### config.mk
export PLATFORM = sky130hd
export DESIGN_NAME = cla_pipe_adder
export DESIGN_NICKNAME = d
export VERILOG_FILES = /design/src/rtl/cla_pkg.sv /design/src/rtl/cla_lookahead4.sv /design/src/rtl/cla_pipe_adder.sv
export SDC_FILE = /design/constraint.sdc
export NUM_CORES = 1
export LEC_CHECK = 0
export BUFFER_PORTS_ARGS = -buffer_cell sky130_fd_sc_hd__buf_2
export CORE_ASPECT_RATIO = 1.2
export CORE_UTILIZATION = 50
export CTS_CLUSTER_DIAMETER = 150
export DETAILED_ROUTE_END_ITERATION = 6
export HOLD_SLACK_MARGIN = 0.06
export PLACE_DENSITY = 0.76
export SETUP_SLACK_MARGIN = 0.4
export SKIP_CTS_REPAIR_TIMING = 1
export SYNTH_ARGS = -nofsm -noshare
export SYNTH_HDL_FRONTEND = slang
export SYNTH_SLANG_ARGS = --single-unit
### constraint.sdc
create_clock -name clk -period 2.5 [get_ports clk]
set_input_delay 0.25 -clock clk [delete_from_list [all_inputs] [get_ports clk]]
set_output_delay 0.25 -clock clk [all_outputs]
set_load 0.01 [all_outputs]
### src/rtl/cla_pkg.sv
// Shared constants, stage-1 payload layout and the 4-bit carry-lookahead equations
// used by the pipelined CLA adder/subtractor.
package cla_pkg;

  localparam int CLA_GROUP      = 4;
  localparam int CLA_MAX_WIDTH  = 64;
  localparam int CLA_MAX_GROUPS = CLA_MAX_WIDTH / CLA_GROUP;

  // Sized for the widest legal adder; narrower builds keep the upper bits at zero.
  typedef struct packed {
    logic [CLA_MAX_WIDTH-1:0]  p;
    logic [CLA_MAX_WIDTH-1:0]  g;
    logic [CLA_MAX_GROUPS-1:0] gp;
    logic [CLA_MAX_GROUPS-1:0] gg;
    logic                      c_eff;
    logic                      sign;
    logic                      sub;
  } s1_payload_t;

  typedef struct packed {
    logic [3:0] c;
    logic       pg;
    logic       gg;
  } la4_t;

  // c[i] is the carry into bit i; pg/gg are the group propagate/generate terms.
  function automatic la4_t lookahead4(input logic [3:0] p, input logic [3:0] g, input logic ci);
    la4_t r;
    r.c[0] = ci;
    r.c[1] = g[0] | (p[0] & ci);
    r.c[2] = g[1] | (p[1] & g[0]) | (p[1] & p[0] & ci);
    r.c[3] = g[2] | (p[2] & g[1]) | (p[2] & p[1] & g[0]) | (p[2] & p[1] & p[0] & ci);
    r.pg   = &p;
    r.gg   = g[3] | (p[3] & g[2]) | (p[3] & p[2] & g[1]) | (p[3] & p[2] & p[1] & g[0]);
    return r;
  endfunction

endpackage

### src/rtl/cla_lookahead4.sv
// Combinational 4-bit lookahead cell: bit carries plus group propagate/generate.
module cla_lookahead4
  import cla_pkg::*;
(
  input  logic [3:0] p,
  input  logic [3:0] g,
  input  logic       ci,
  output logic [3:0] c,
  output logic       pg,
  output logic       gg
);

  la4_t la;

  assign la = lookahead4(p, g, ci);
  assign c  = la.c;
  assign pg = la.pg;
  assign gg = la.gg;

endmodule

### src/rtl/cla_pipe_adder.sv
// Two-stage pipelined carry-lookahead adder/subtractor with valid/ready handshake;
// stage 1 captures p/g and group terms, stage 2 resolves carries and registers sum and flags.
module cla_pipe_adder
  import cla_pkg::*;
#(
  parameter int WIDTH = 16,
  parameter int GROUP = CLA_GROUP
) (
  input  logic             clk,
  input  logic             rst_n,
  input  logic             in_valid,
  output logic             in_ready,
  input  logic [WIDTH-1:0] a,
  input  logic [WIDTH-1:0] b,
  input  logic             cin,
  input  logic             sub,
  input  logic             sign,
  output logic             out_valid,
  input  logic             out_ready,
  output logic [WIDTH-1:0] sum,
  output logic             cout,
  output logic             ofl,
  output logic             zero
);

  localparam int NG  = WIDTH / CLA_GROUP;
  localparam int NSG = (NG + 3) / 4;

  if ((WIDTH % CLA_GROUP) != 0 || WIDTH < 4 || WIDTH > CLA_MAX_WIDTH || GROUP != CLA_GROUP) begin : g_bad_param
    $error("cla_pipe_adder: WIDTH must be a multiple of 4 in 4..64 and GROUP must be 4");
  end

  logic             s1_valid_r;
  s1_payload_t      s1_r;
  s1_payload_t      s1_next_s;
  la4_t             grp_s;
  logic [WIDTH-1:0] b_eff_s;
  logic             s1_adv_s;
  logic             s2_adv_s;

  assign s2_adv_s = ~out_valid | out_ready;
  assign s1_adv_s = ~s1_valid_r | s2_adv_s;
  assign in_ready = s1_adv_s;

  // Operand conditioning and per-group propagate/generate for the stage-1 register
  always_comb begin
    s1_next_s = '0;
    grp_s     = '0;
    b_eff_s   = sub ? ~b : b;
    s1_next_s.p[WIDTH-1:0] = a ^ b_eff_s;
    s1_next_s.g[WIDTH-1:0] = a & b_eff_s;
    for (int j = 0; j < NG; j++) begin
      grp_s = lookahead4(s1_next_s.p[4*j +: 4], s1_next_s.g[4*j +: 4], 1'b0);
      s1_next_s.gp[j] = grp_s.pg;
      s1_next_s.gg[j] = grp_s.gg;
    end
    s1_next_s.c_eff = sub ? 1'b1 : cin;
    s1_next_s.sign  = sign;
    s1_next_s.sub   = sub;
  end

  // Stage-1 pipeline register; payload only loads on an accepted transfer
  always_ff @(posedge clk or negedge rst_n) begin
    if (!rst_n) begin
      s1_valid_r <= 1'b0;
      s1_r       <= '0;
    end else if (s1_adv_s) begin
      s1_valid_r <= in_valid;
      if (in_valid) begin
        s1_r <= s1_next_s;
      end
    end
  end

  // Padding groups propagate, so the last second-level cell's carry out is the adder carry out.
  logic [4*NSG-1:0] gp_pad_s;
  logic [4*NSG-1:0] gg_pad_s;
  logic [4*NSG-1:0] gc_s;
  logic [WIDTH-1:0] bc_s;
  logic [NG-1:0]    bpg_s;
  logic [NG-1:0]    bgg_s;
  logic             cout_s;
  logic [WIDTH-1:0] sum_s;
  logic             ofl_s;

  // Group terms padded up to a whole number of second-level cells
  always_comb begin
    gp_pad_s         = '1;
    gg_pad_s         = '0;
    gp_pad_s[NG-1:0] = s1_r.gp[NG-1:0];
    gg_pad_s[NG-1:0] = s1_r.gg[NG-1:0];
  end

  for (genvar k = 0; k < NSG; k++) begin : g_l2
    logic ci_k;
    logic pg_k;
    logic gg_k;
    logic co_k;
    if (k == 0) begin : g_first
      assign ci_k = s1_r.c_eff;
    end else begin : g_next
      assign ci_k = g_l2[k-1].co_k;
    end
    cla_lookahead4 u_l2 (
      .p  (gp_pad_s[4*k +: 4]),
      .g  (gg_pad_s[4*k +: 4]),
      .ci (ci_k),
      .c  (gc_s[4*k +: 4]),
      .pg (pg_k),
      .gg (gg_k)
    );
    assign co_k = gg_k | (pg_k & ci_k);
  end

  for (genvar j = 0; j < NG; j++) begin : g_l1
    cla_lookahead4 u_l1 (
      .p  (s1_r.p[4*j +: 4]),
      .g  (s1_r.g[4*j +: 4]),
      .ci (gc_s[j]),
      .c  (bc_s[4*j +: 4]),
      .pg (bpg_s[j]),
      .gg (bgg_s[j])
    );
  end

  assign cout_s = g_l2[NSG-1].co_k;
  assign sum_s  = s1_r.p[WIDTH-1:0] ^ bc_s;
  assign ofl_s  = s1_r.sign ? (bc_s[WIDTH-1] ^ cout_s) : (cout_s ^ s1_r.sub);

  // Group terms recomputed by the bit cells and padding bits are not needed downstream.
  logic unused_bits;
  assign unused_bits = ^{grp_s, bpg_s, bgg_s, gc_s, s1_r};

  // Output register; holds its value while the consumer stalls
  always_ff @(posedge clk or negedge rst_n) begin
    if (!rst_n) begin
      out_valid <= 1'b0;
      sum       <= '0;
      cout      <= 1'b0;
      ofl       <= 1'b0;
      zero      <= 1'b0;
    end else if (s2_adv_s) begin
      out_valid <= s1_valid_r;
      if (s1_valid_r) begin
        sum  <= sum_s;
        cout <= cout_s;
        ofl  <= ofl_s;
        zero <= ~|sum_s;
      end
    end
  end

endmodule

== After elaboration in Yosys (flattened, before gate mapping) ==
Cells that the tools add are included.
W data, S select, Z words.

* Bits in registers: 63
* Output and inout bits: 21
* Logic and storage cells: 152

* Bitwise operators: 127
* Multiplexer cells: 3
* Reductions and logical operators: 9

{| class="wikitable"
|+ Operators with widths
! kind !! count
|-
| $and A1 B1 Y1 || 71
|-
| $or A1 B1 Y1 || 48
|-
| $xor A16 B16 Y16 || 2
|-
| $reduce_and A4 Y1 || 5
|-
| $and A16 B16 Y16 || 1
|-
| $mux W16 || 1
|-
| $not A16 Y16 || 1
|-
| $reduce_or A16 Y1 || 1
|-
| $reduce_and A2 Y1 || 2
|-
| $mux W1 || 2
|-
| $not A1 Y1 || 2
|-
| $xor A1 B1 Y1 || 2
|-
| $logic_not A1 Y1 || 1
|}

== Longest topological paths before layout ==
Gate-level depths: netlist of run 1.

* Depth in word-level cells: 9
* Mapped depth: 8
* Depth with buffers taken out: 8

== Cells and area by module ==
Synthesis of run 1 repeated with hierarchy kept, for this count alone.

* Cells, all modules: 294
* Area, all modules: 3300.7 µm²

{| class="wikitable"
|+ By module, submodules not included
! module !! area an instance (µm²) !! sequential area each (µm²) !! cells an instance !! instances
|-
| cla_pipe_adder || 2969.1 || 1601.5 || 244 || 1
|-
| cla_lookahead4 || 66.3 || 0.0 || 10 || 5
|}

== Least setup slack after synthesis of run 1 ==
Ideal clock, no wire load.

* Path type: reg2reg
* Start point: register s1_r, in the netlist g_l2[0].ci_k
* End point: register zero
* Library setup time: 0.092 ns
* Cell stages (with the launch flop): 9
* Arrival time: 2.618 ns
* Required time: 2.408 ns
* Setup slack: -0.209 ns
* Path through: dfrtp_1 > a211oi_1 > o21bai_1 > ha_1 > or3_1 > a222oi_1 > o2111ai_1 > or4b_1 > o31ai_2

* Longest elaborated chain between the ends: 7
* Elaborated cells on any way between the ends: 33

{| class="wikitable"
|+ Ends and longest elaborated chain
! element !! RTL line !! source
|-
| start: declaration || cla_pipe_adder.sv:34 || <nowiki>s1_payload_t s1_r;</nowiki>
|-
| start signal: assignment || cla_pipe_adder.sv:70 || <nowiki>s1_r <= s1_next_s;</nowiki>
|-
| $and A1 B1 Y1, on equally long branches || cla_pkg.sv:30, cla_pkg.sv:31, cla_pkg.sv:32 ||
|-
| $or A1 B1 Y1, on equally long branches || cla_pkg.sv:30, cla_pkg.sv:31, cla_pkg.sv:32 ||
|-
| $and A1 B1 Y1, on equally long branches || cla_pkg.sv:30, cla_pkg.sv:31, cla_pkg.sv:32 ||
|-
| $or A1 B1 Y1, on equally long branches || cla_pkg.sv:30, cla_pkg.sv:31, cla_pkg.sv:32 ||
|-
| $xor A16 B16 Y16 (*) || cla_pipe_adder.sv:127 || <nowiki>assign sum_s = s1_r.p[WIDTH-1:0] ^ bc_s;</nowiki>
|-
| $reduce_or A16 Y1 (*) || cla_pipe_adder.sv:148 || <nowiki>zero <= ~|sum_s;</nowiki>
|-
| $logic_not A1 Y1 (*) || cla_pipe_adder.sv:148 ||
|-
| end signal: assignment || cla_pipe_adder.sv:148 ||
|-
| end: declaration || cla_pipe_adder.sv:23 || <nowiki>output logic zero</nowiki>
|}

Every way passes the cells marked *; elsewhere a longest branch is shown, timed or not.
A chain may end at the register's enable or synchronous reset.

== Worst setup path after layout of run 1 ==
Same ends and word-level chain as after synthesis.

==> results of run 1 <==
==> worst max-delay path: stages, from the launching register on <==
cell and delay, ns:
dfrtp_1 0.41, a211oi_4 0.31, o21bai_2 0.10, ha_2 0.19, or3_4 0.37, a222oi_1 0.36
o2111ai_1 0.16, or4b_1 0.50, o31ai_2 0.17
==> state kept, by name (all words and copies together) (netlist names) <==
register    cells
s1_r           30
sum            16
gg_pad_s        4
gp_pad_s        4
cout            1
g_l2.ci_k       1
ofl             1
out_valid       1
s1_valid_r      1
zero            1
==> per-stage QoR <==
stage | area (um2) | power, W | utilization, % | TNS [ns] | std cells
after detailed placement | 3560 | 0.00241 | 59.2 | -0.216 | 420
final | 3810 | 0.00328 | 63.4 | -0.159 | 439
after floorplan | 3120 | 0.00201 | - | -0.0122 | 278
after CTS | 3760 | 0.00327 | 62.5 | -0.234 | 436
after global placement | 3560 | 0.00236 | 59.2 | -0.0819 | 420
after global routing | 3810 | 0.00349 | 63.4 | -0.374 | 439
==> final cells by class <==
| cell class | count | area, um2 | area share [%] |
|---|---|---|---|
| timing repair buffer | 72 | 395 | 10.4 |
| inverter | 3 | 11.3 | 0.296 |
| clock buffer | 16 | 200 | 5.26 |
| tap | 82 | 103 | 2.69 |
| multi-input combinational | 206 | 1600 | 41.9 |
| sequential | 60 | 1500 | 39.5 |
==> cell usage in the layout, fill, tap and decap left out, drive strengths merged, types with 2 or more instances in the layout <==
| master | count |
|---|---|
| buf | 71 |
| dfrtp | 60 |
| mux2 | 37 |
| nand2 | 34 |
| o21ai | 23 |
| ha | 20 |
| xor2 | 19 |
| clkbuf | 16 |
| a21o | 11 |
| nor2 | 10 |
| a21oi | 7 |
| xnor2 | 6 |
| nand2b | 4 |
| nand4 | 4 |
| or3 | 4 |
| inv | 3 |
| nand3 | 3 |
| a211oi | 3 |
| nor3 | 2 |
| o21a | 2 |
| o21bai | 2 |
| o31ai | 2 |
==> logic make-up after synthesis <==
logic type | share of synthesized area [%]
AOI/OAI and AO/OA | 11.6
xor gates and xnor gates | 7.03
adders and majority gates | 8.04
buffers and inverters | 1.45
DFF | 48.2
muxes | 13.7
and+or+nand+nor | 9.97
==> synth_stat cells, types with 6 or more instances <==
| cell | n |
|---|---|
| nand2_1 | 34 |
| xor2_1 | 19 |
| dfrtp_1 | 60 |
| a21o_1 | 11 |
| mux2_2 | 36 |
| ha_1 | 20 |
| xnor2_1 | 6 |
| o21ai_0 | 22 |
| clkbuf_1 | 9 |
| a21oi_1 | 7 |
| nor2_1 | 10 |
==> final timing paths <==
| path | slack (ns) | end | from | cells after the start |
|---|---|---|---|---|
| max in group asynchronous | 1.39 | s1_r[40]$_DFFE_PN0P_ | rst_n | 3 |
| worst min-delay path | 0.12 | s1_valid_r$_DFFE_PN0N_ | in_valid | 2 |
| min in group asynchronous | 0.42 | sum[10]$_DFFE_PN0P_ | rst_n | 2 |
| worst max-delay path | -0.16 | zero$_DFFE_PN0P_ | g_l2[0].ci_k$_DFFE_PN0P_ | 8 |
| worst min register to register | 0.47 | sum[1]$_DFFE_PN0P_ | sum[1]$_DFFE_PN0P_ | 2 |
| worst max register to register | -0.16 | zero$_DFFE_PN0P_ | g_l2[0].ci_k$_DFFE_PN0P_ | 8 |
==> per-layer routing <==
layer	up-vias	share of wire, %
met5	-	0
met2	55	49
met3	15	2.9
li1	1138	-
met4	0	2.8
met1	1124	46
==> power by group through the flow <==
| stage | Sequential [W] | Clock, W | Combinational, W |
|---|---|---|---|
| after floorplan | 0.00144 | 0 | 0.000574 |
| after global placement | 0.00141 | 0 | 0.000956 |
| after detailed placement | 0.00142 | 0 | 0.000987 |
| after CTS | 0.00140 | 0.000866 | 0.00100 |
| after global routing | 0.00144 | 0.000923 | 0.00113 |
| final | 0.00141 | 0.000855 | 0.00102 |
==> out/metrics.yaml, run 1 <==
route:
  vias_per_cell: 5.31
  drtPass1Iterations: 6
  drt_iter0_markers: 103
  wl_per_cell_um: 14.8
  ant_nets: 0
  dr_total_vias: 2332
  drc: 2
  drt-total-wl_mm: 6.51
min_path:
  hp-class: "in2reg"
clock_network:
  cts_max_level: 3
  cts.sink_count: 60
  clock_tree.buffer_depth: 2
  tritoncts: "built"
  cts_made_buffers: 9
  cts-root-buf: "clkbuf_8"
  clk_pin_slew_ns: 0.06
  clk_latency_ns: 0.34
floorplan:
  num_io_pins: 60
  rows: 31
  dieWidth_um: 74.0
  die_h_um: 88.4
  floorplan.initialDensity_pct: 51.8
  die-area_um2: 6550
  fp.coreArea_um2: 6010
job:
  maxCapViolCount: 0
grt:
  top_usage_layer: "met2"
  use_met1_pct: 27.9
  grtUsageTotal_pct: 21.9
  antenna_found_initial: 0
  grt_overflow: 0
  grt_pass1_wl_mm: 10.4
  use_met2_pct: 34.6
  met3_usage_pct: 3.76
  grt_pass1_vias: 2227
  grt_start_max_net_pins: 49
sta:
  final.min_clock_period_ns: 2.66
  slew_viol_final: 0
  slew_headroom_pct: 64.6
  post-route-period-util_pct: 106
  fmax_mhz: 376
  setup_viol: 1
  finalHoldViolCount: 0
  setup_slack_ns: -0.159
  rsz0062_at_grt: "yes"
  worst_pin_slew_ns: 0.530
  fin_hold_ws_ns: 0.119
  finalClockSkew_ns: 0.00507
synthesis:
  avgSynthCellArea_um2: 11.2
  yosysSeqAreaShare_pct: 48.2
  ys_types: 37
  netlist_area_um2: 3110
  ys_top_cells_by_area: "dfrtp_1, mux2_2, ha_1"
  synth-main-ff-cell: "dfrtp_1"
  async_flop_share_pct: 100
  synth_top_area_cell: "dfrtp_1"
  syn_inst: 278
  synth_top_area_share_pct: 48.2
  yosysWarnings: 0
  ys_ff_latch: 60
  synth_edf_count: 0
  syn-num-nets: 337
setup_path:
  critPathKind: "reg2reg"
  critPathLaunchType: "flip-flop"
  endpoint_kind: "flip-flop"
  worstPathRequired_ns: 2.75
  worstPathArrival_ns: 2.91
  crit_path_max_fanout: 4
final_layout:
  drive_above_1_share_pct: 35.9
  syn_to_final_growth_pct: 22.3
  fill_cells: 493
  nNetsFinal: 411
  antenna_cells: 0
placement:
  port_buffers: 59
  place_congestion: 0.875
  hpwl_mm: 4.81
  place_ws_ns: -0.216
power:
  p_int_w: 0.00222
  clockPowerShare_pct: 26.0
  power.leakage_nw: 1.87
  peakVddDrop_v: 0.000423
  combinationalPowerShare_pct: 31.1
  power.switching_w: 0.00106
  p_seq_share_pct: 42.9
  powerDensity_nw_per_um2: 862
  p_sw_share_pct: 32.3
status:
  violations: "design-rule violations, negative setup slack"
  outcome: "complete, but fails checks"
Power figures use the tool's default switching activity.
==> inputs of run 2 (changes only) <==
- SYNTH_HIERARCHICAL: unset -> 1
==> run 2 against run 1 <==
The run now ends clean. Synthesized area is 2.2% lower. Final cell count is 5.5% lower. Sequential share of layout area increased by 1.3 points. Power increased by 2.1%. Synthesized cell count decreased by 4.3%. Critical path depth stayed put. Die area fell by 2.1%. Via count fell by 6.5%. First-iteration DRC count increased by 24%. Register-to-register slack improved by 0.42 ns.
==> out/metrics.yaml, run 2 <==
min_path:
  hp-start: "in_valid"
  whs_path_depth: 2  # unchanged
  hold_end: "s1_valid_r$_DFFE_PN0P_"
  hp-class: "in2reg"
power:
  powerDensity_nw_per_um2: 911  # +5.6%
  power.leakage_nw: 1.86  # -0.56%
  peakVddDrop_v: 0.000434  # +2.6%
final_layout:
  final_util_pct: 63.7  # +0.33 points
  top_regs: "s1_r x30, sum x16"
  nNetsFinal: 386  # -6.1%
  max_flop_register: "s1_r"
  final_common_cell: "dfrtp_1"
  fill_cells: 486  # -1.4%
  antenna_cells: 0  # unchanged
  mostFrequentLayoutCells: "dfrtp_1, buf_2, nand2_1"
  drive_above_1_share_pct: 34.6  # -1.2 points
  fin_cells: 415  # -5.5%
  syn_to_final_growth_pct: 20.9
  largest_reg_flops: 30  # unchanged
floorplan:
  fp.coreArea_um2: 5780  # -3.9%
  die-area_um2: 6410  # -2.1%
  dieWidth_um: 73.2  # -1.1%
  num_io_pins: 60  # unchanged
  die_h_um: 87.5  # -1.1%
  rows: 30  # -3.2%
  floorplan.initialDensity_pct: 52.7  # +0.90 points
placement:
  hpwl_mm: 4.24  # -12%
  port_buffers: 59  # unchanged
  place_inst: 394  # -6.2%
  place_congestion: 0.793  # -9.3%
route:
  dr_total_vias: 2181  # -6.5%
  vias_per_cell: 5.26  # -1.1%
  ant_nets: 0  # unchanged
  wl_per_cell_um: 13.7  # -7.8%
  drtPass1Iterations: 4  # -2
  drt-total-wl_mm: 5.67  # -13%
  drc: 0  # -2
  drt_iter0_markers: 128  # +24%
setup_path:
  r2r_start: "gp_pad_s[0]$_DFFE_PN0P_"
  reg2regPathDepth: 8  # unchanged
  r2r_slack_ns: 0.26  # +0.42 ns
  worstPathRequired_ns: 2.76  # about the same
  worstPathArrival_ns: 2.49  # -0.42 ns
  path_delay_family: "compound AO/OA/AOI/OAI gates"
  critPathBufInv: 0  # unchanged
  critPathLaunchType: "flip-flop"
  r2r_end: "zero$_DFFE_PN0P_"
  endpoint_kind: "flip-flop"
  path_cells: "a21o_1 -> a31o_1 -> a21o_1 -> a31o_1 -> xnor2_2 -> nand4_1 -> or4_1 -> o21ai_1"
  worst_path_largest_cell_delay_ns: 0.50  # about the same
  critPathKind: "reg2reg"
  crit_path_top_delay_cell: "or4_1"
  crit_path_max_fanout: 4  # unchanged
sta:
  finalHoldViolCount: 0  # unchanged
  fmax_mhz: 447  # +19%
  slew_viol_final: 0  # unchanged
  fin_tns_setup_ns: 0  # +0.159 ns
  slew_headroom_pct: 50.9  # -14 points
  worst_pin_slew_ns: 0.737  # +0.207 ns
  post-route-period-util_pct: 89.4  # -17 points
  rsz0062_at_grt: "yes"
  final.min_clock_period_ns: 2.24  # -0.424 ns
  finalClockSkew_ns: 0.00586  # +0.000794 ns
  setup_viol: 0  # -1
synthesis:
  avgSynthCellArea_um2: 11.4  # +2.2%
  netlist_area_um2: 3050  # -2.2%
  syn-num-nets: 321  # -4.7%
  yosysWarnings: 6  # +6
  syn_inst: 266  # -4.3%
clock_network:
  clock_tree.buffer_depth: 2  # unchanged
  tritoncts: "built"
  cts_max_level: 3  # unchanged
  cts.sink_count: 60  # unchanged
  cts_made_buffers: 9  # unchanged
  clk_pin_slew_ns: 0.06  # about the same
  clk_latency_ns: 0.33  # about the same
  cts-root-buf: "clkbuf_8"
job:
  maxCapViolCount: 0  # unchanged
grt:
  grt_start_max_net_pins: 49  # unchanged
  grtUsageTotal_pct: 19.7  # -2.2 points
  grt_pass1_wl_mm: 9.34  # -10%
  antenna_found_initial: 0  # unchanged
  grt_overflow: 0  # unchanged
  grt_pass1_vias: 2018  # -9.4%
status:
  outcome: "finished, final reports clean"
==> run 2: worst max path at each step <==
stage	start	to	depth (start not counted)
2_1_floorplan	g_l2[0].ci_k$_DFFE_PN0P_	zero$_DFFE_PN0P_	8
3_3_place_gp	gp_pad_s[0]$_DFFE_PN0P_	zero$_DFFE_PN0P_	8
3_5_place_dp	gp_pad_s[0]$_DFFE_PN0P_	zero$_DFFE_PN0P_	8
4_1_cts	gg_pad_s[0]$_DFFE_PN0P_	zero$_DFFE_PN0P_	8
5_1_grt	gg_pad_s[0]$_DFFE_PN0P_	zero$_DFFE_PN0P_	8
6_report	gp_pad_s[0]$_DFFE_PN0P_	zero$_DFFE_PN0P_	8
==> run 2: worst register-to-register path, stage by stage, from the launching register on <==
cell     delay [ns]
dfrtp_1        0.39
a21o_1         0.23
a31o_1         0.22
a21o_1         0.20
a31o_1         0.23
xnor2_2        0.17
nand4_1        0.10
or4_1          0.50
o21ai_1        0.12
==> run 2: where the power goes <==
part           switching [W]  internal, W
Sequential          0.000176      0.00122
Combinational       0.000464     0.000473
Clock               0.000346     0.000680
Total               0.000986      0.00237
==> run 2: per-stage QoR <==
step	worst slack, ns	area (um2)	hold slack, ns	power (W)
final	0.264	3680	0.124	0.00335
after global routing	0.112	3680	0.130	0.00356
after CTS	0.225	3620	-0.00300	0.00335
after detailed placement	0.250	3380	0.358	0.00231
after global placement	0.330	3380	0.355	0.00228
after floorplan	0.406	3050	-0.0456	0.00201
==> run 2: per-layer routing <==
| layer | track usage [%] | wire length, um |
|---|---|---|
| met2 | 30.1 | 2740 |
| met3 | 4.98 | 260 |
| met1 | 26.4 | 2560 |
| met5 | 0 | 0 |
| met4 | 8.56 | 115 |
==> run 2: final cells by class <==
type / count / area [um2] / share of cell area (%)
sequential: 60 / 1500 / 40.8
multi-input combinational: 190 / 1460 / 39.7
timing repair buffer: 70 / 380 / 10.3
clock buffer: 10 / 138 / 3.74
clock inverter: 5 / 100 / 2.72
tap: 80 / 100 / 2.72
==> inputs of run 3 (changes only) <==
- CORE_UTILIZATION: 50 -> 40
- GPL_ROUTABILITY_DRIVEN: unset -> 0
- PLACE_DENSITY: 0.76 -> unset
- SETUP_SLACK_MARGIN: 0.4 -> unset
==> run 3 against run 2 <==
Wire length up 1.1%. Critical endpoint unchanged. Utilization down 15 points. Flip-flop and latch count stayed put. Sequential share of layout area rose by 0.95 points. Power fell by 8.0%.
==> out/metrics.yaml, run 3 (synthesis gave the netlist of run 2 again) <==
status:
  outcome: "finished, final reports clean"
route:
  top_layer: "met4"
  vias_per_cell: 5.01  # -4.7%
  ant_nets: 0  # unchanged
  drtPass1Iterations: 4  # unchanged
  dr_total_vias: 2109  # -3.3%
  wl_met1_mm: 2.80  # +9.6%
  drt-total-wl_mm: 5.74  # +1.1%
  wl_met2_mm: 2.59  # -5.5%
  drc: 0  # unchanged
  drt_iter0_markers: 63  # -51%
  wl_per_cell_um: 13.6  # -0.31%
  wl_met3_um: 219  # -16%
power:
  power.leakage_nw: 1.80  # -3.3%
  combinationalPowerShare_pct: 29.1  # +1.2 points
  p_seq_share_pct: 45.2  # +3.7 points
  power.switching_w: 0.000978  # -0.78%
  p_sw_share_pct: 31.7  # +2.3 points
  powerDensity_nw_per_um2: 858  # -5.9%
  clockPowerShare_pct: 25.8  # -4.8 points
  p_int_w: 0.00211  # -11%
  peakVddDrop_v: 0.000353  # -19%
grt:
  grt_pass1_vias: 2009  # -0.45%
  grt_start_max_net_pins: 49  # unchanged
  grt_overflow: 0  # unchanged
  grtUsageTotal_pct: 16.3  # -3.4 points
  antenna_found_initial: 0  # unchanged
  grt_pass1_wl_mm: 9.62  # +3.0%
setup_path:
  worstPathArrival_ns: 2.57  # +0.08 ns
  critPathBufInv: 0  # unchanged
  crit_path_top_delay_cell: "or4_1"
  cp.depth: 8  # unchanged
  worst_path_largest_cell_delay_ns: 0.51  # about the same
  r2r_end: "zero$_DFFE_PN0P_"
  r2r_start: "gp_pad_s[0]$_DFFE_PN0P_"
  endpoint_kind: "flip-flop"
  path_cells: "a21o_1 -> a31o_1 -> a21o_1 -> a31o_1 -> xnor2_1 -> nand4_1 -> or4_1 -> o21ai_1"
  path_delay_family: "compound AO/OA/AOI/OAI gates"
  critPathKind: "reg2reg"
  crit_path_max_fanout: 4  # unchanged
  reg2regPathDepth: 8  # unchanged
  r2r_slack_ns: 0.19  # -0.08 ns
  worstPathRequired_ns: 2.76  # about the same
  critPathLaunchType: "flip-flop"
min_path:
  hp-start: "in_valid"
  whs_path_depth: 2  # unchanged
  hp-class: "in2reg"
  hold_end: "s1_valid_r$_DFFE_PN0P_"
clock_network:
  tritoncts: "built"
  clock_tree.buffer_depth: 2  # unchanged
  cts_made_buffers: 9  # unchanged
  cts-root-buf: "clkbuf_8"
  cts.sink_count: 60  # unchanged
  clk_pin_slew_ns: 0.07  # about the same
  clk_latency_ns: 0.33  # about the same
  cts_max_level: 3  # unchanged
final_layout:
  fill_cells: 698  # +44%
  final_common_cell: "dfrtp_1"
  mostFrequentLayoutCells: "dfrtp_1, buf_2, nand2_1"
  area.sequential_um2: 1500  # unchanged
  nNetsFinal: 381  # -1.3%
  largest_reg_flops: 30  # unchanged
  multiInputGateArea_um2: 1450  # -1.0%
  top_regs: "s1_r x30, sum x16"
  antenna_cells: 0  # unchanged
  max_flop_register: "s1_r"
  syn_to_final_growth_pct: 18.1
  final_util_pct: 49.2  # -15 points
  drive_above_1_share_pct: 32.3  # -2.3 points
sta:
  post-route-period-util_pct: 92.5  # +3.1 points
  rsz0062_at_grt: "no"
  finalHoldViolCount: 0  # unchanged
  fmax_mhz: 432  # -3.4%
  slew_headroom_pct: 57.4  # +6.5 points
  fin_tns_setup_ns: 0  # unchanged
  finalClockSkew_ns: 0.00726  # +0.00140 ns
  slew_viol_final: 0  # unchanged
  final.min_clock_period_ns: 2.31  # +0.0777 ns
  worst_pin_slew_ns: 0.639  # -0.0976 ns
  setup_viol: 0  # unchanged
floorplan:
  rows: 34  # +13%
  die_h_um: 97.6  # +12%
  fp.coreArea_um2: 7320  # +27%
  dieWidth_um: 81.7  # +11%
  die-area_um2: 7970  # +24%
  floorplan.initialDensity_pct: 41.6  # -11 points
  num_io_pins: 60  # unchanged
job:
  maxCapViolCount: 0  # unchanged
placement:
  hpwl_mm: 4.34  # +2.4%
  port_buffers: 59  # unchanged
[run 3: cell types whose count changed in the layout (fill, tap and decap cells not counted), sizes merged]
cell    previous run  this run
buf               69        64
clkbuf            10        15
bufinv             3         0
clkinv             2         1
[run 3: metrics by stage]
step                setup WS, ns  std cells  cell area (um2)  total power, W  hold slack (ns)
finish                     0.187        421             3600         0.00308            0.121
CTS                        0.176        420             3590         0.00312          -0.0498
global placement           0.230        404             3410         0.00230            0.313
floorplan                  0.349        266             3050         0.00201          -0.0456
global route              0.0236        421             3600         0.00331            0.110
detailed placement         0.194        404             3410         0.00233            0.314
[run 3: worst reg2reg max path, delay by kind of cell (launching register included)]
kind | cells | cell delay, ns
xor+xnor | 1 | 0.19
simple gates | 2 | 0.61
compound gates | 5 | 1.06
flops | 1 | 0.38
[run 3: power groups by stage]
stage | clock network [W] | logic [W] | registers [W]
after floorplan | 0 | 0.000577 | 0.00143
after global placement | 0 | 0.000897 | 0.00140
after detailed placement | 0 | 0.000913 | 0.00141
after CTS | 0.000806 | 0.000916 | 0.00140
after global routing | 0.000856 | 0.00103 | 0.00143
final | 0.000795 | 0.000897 | 0.00139
[run 3: how the worst max path moves through the flow]
stage | slack, ns | startpoint | endpoint
floorplan | 0.35 | g_l2[0].ci_k$_DFFE_PN0P_ | zero$_DFFE_PN0P_
global placement | 0.23 | gp_pad_s[0]$_DFFE_PN0P_ | zero$_DFFE_PN0P_
detailed placement | 0.19 | gp_pad_s[0]$_DFFE_PN0P_ | zero$_DFFE_PN0P_
CTS | 0.18 | gp_pad_s[0]$_DFFE_PN0P_ | zero$_DFFE_PN0P_
global route | 0.02 | gp_pad_s[0]$_DFFE_PN0P_ | zero$_DFFE_PN0P_
finish | 0.19 | gp_pad_s[0]$_DFFE_PN0P_ | zero$_DFFE_PN0P_
[run 3: layer usage]
layer / vias up / GRT usage, %
met5: - / 0
met4: 0 / 8.10
met3: 10 / 4.79
met2: 42 / 23.7
met1: 999 / 21.8
li1: 1058 / -
[run 3: area by class of cell]
cell class / instances / area share [%]
clock inverter: 1 / 0.139
tap: 90 / 3.13
sequential: 60 / 41.7
timing repair buffer: 65 / 9.88
clock buffer: 15 / 4.90
multi-input combinational: 190 / 40.2
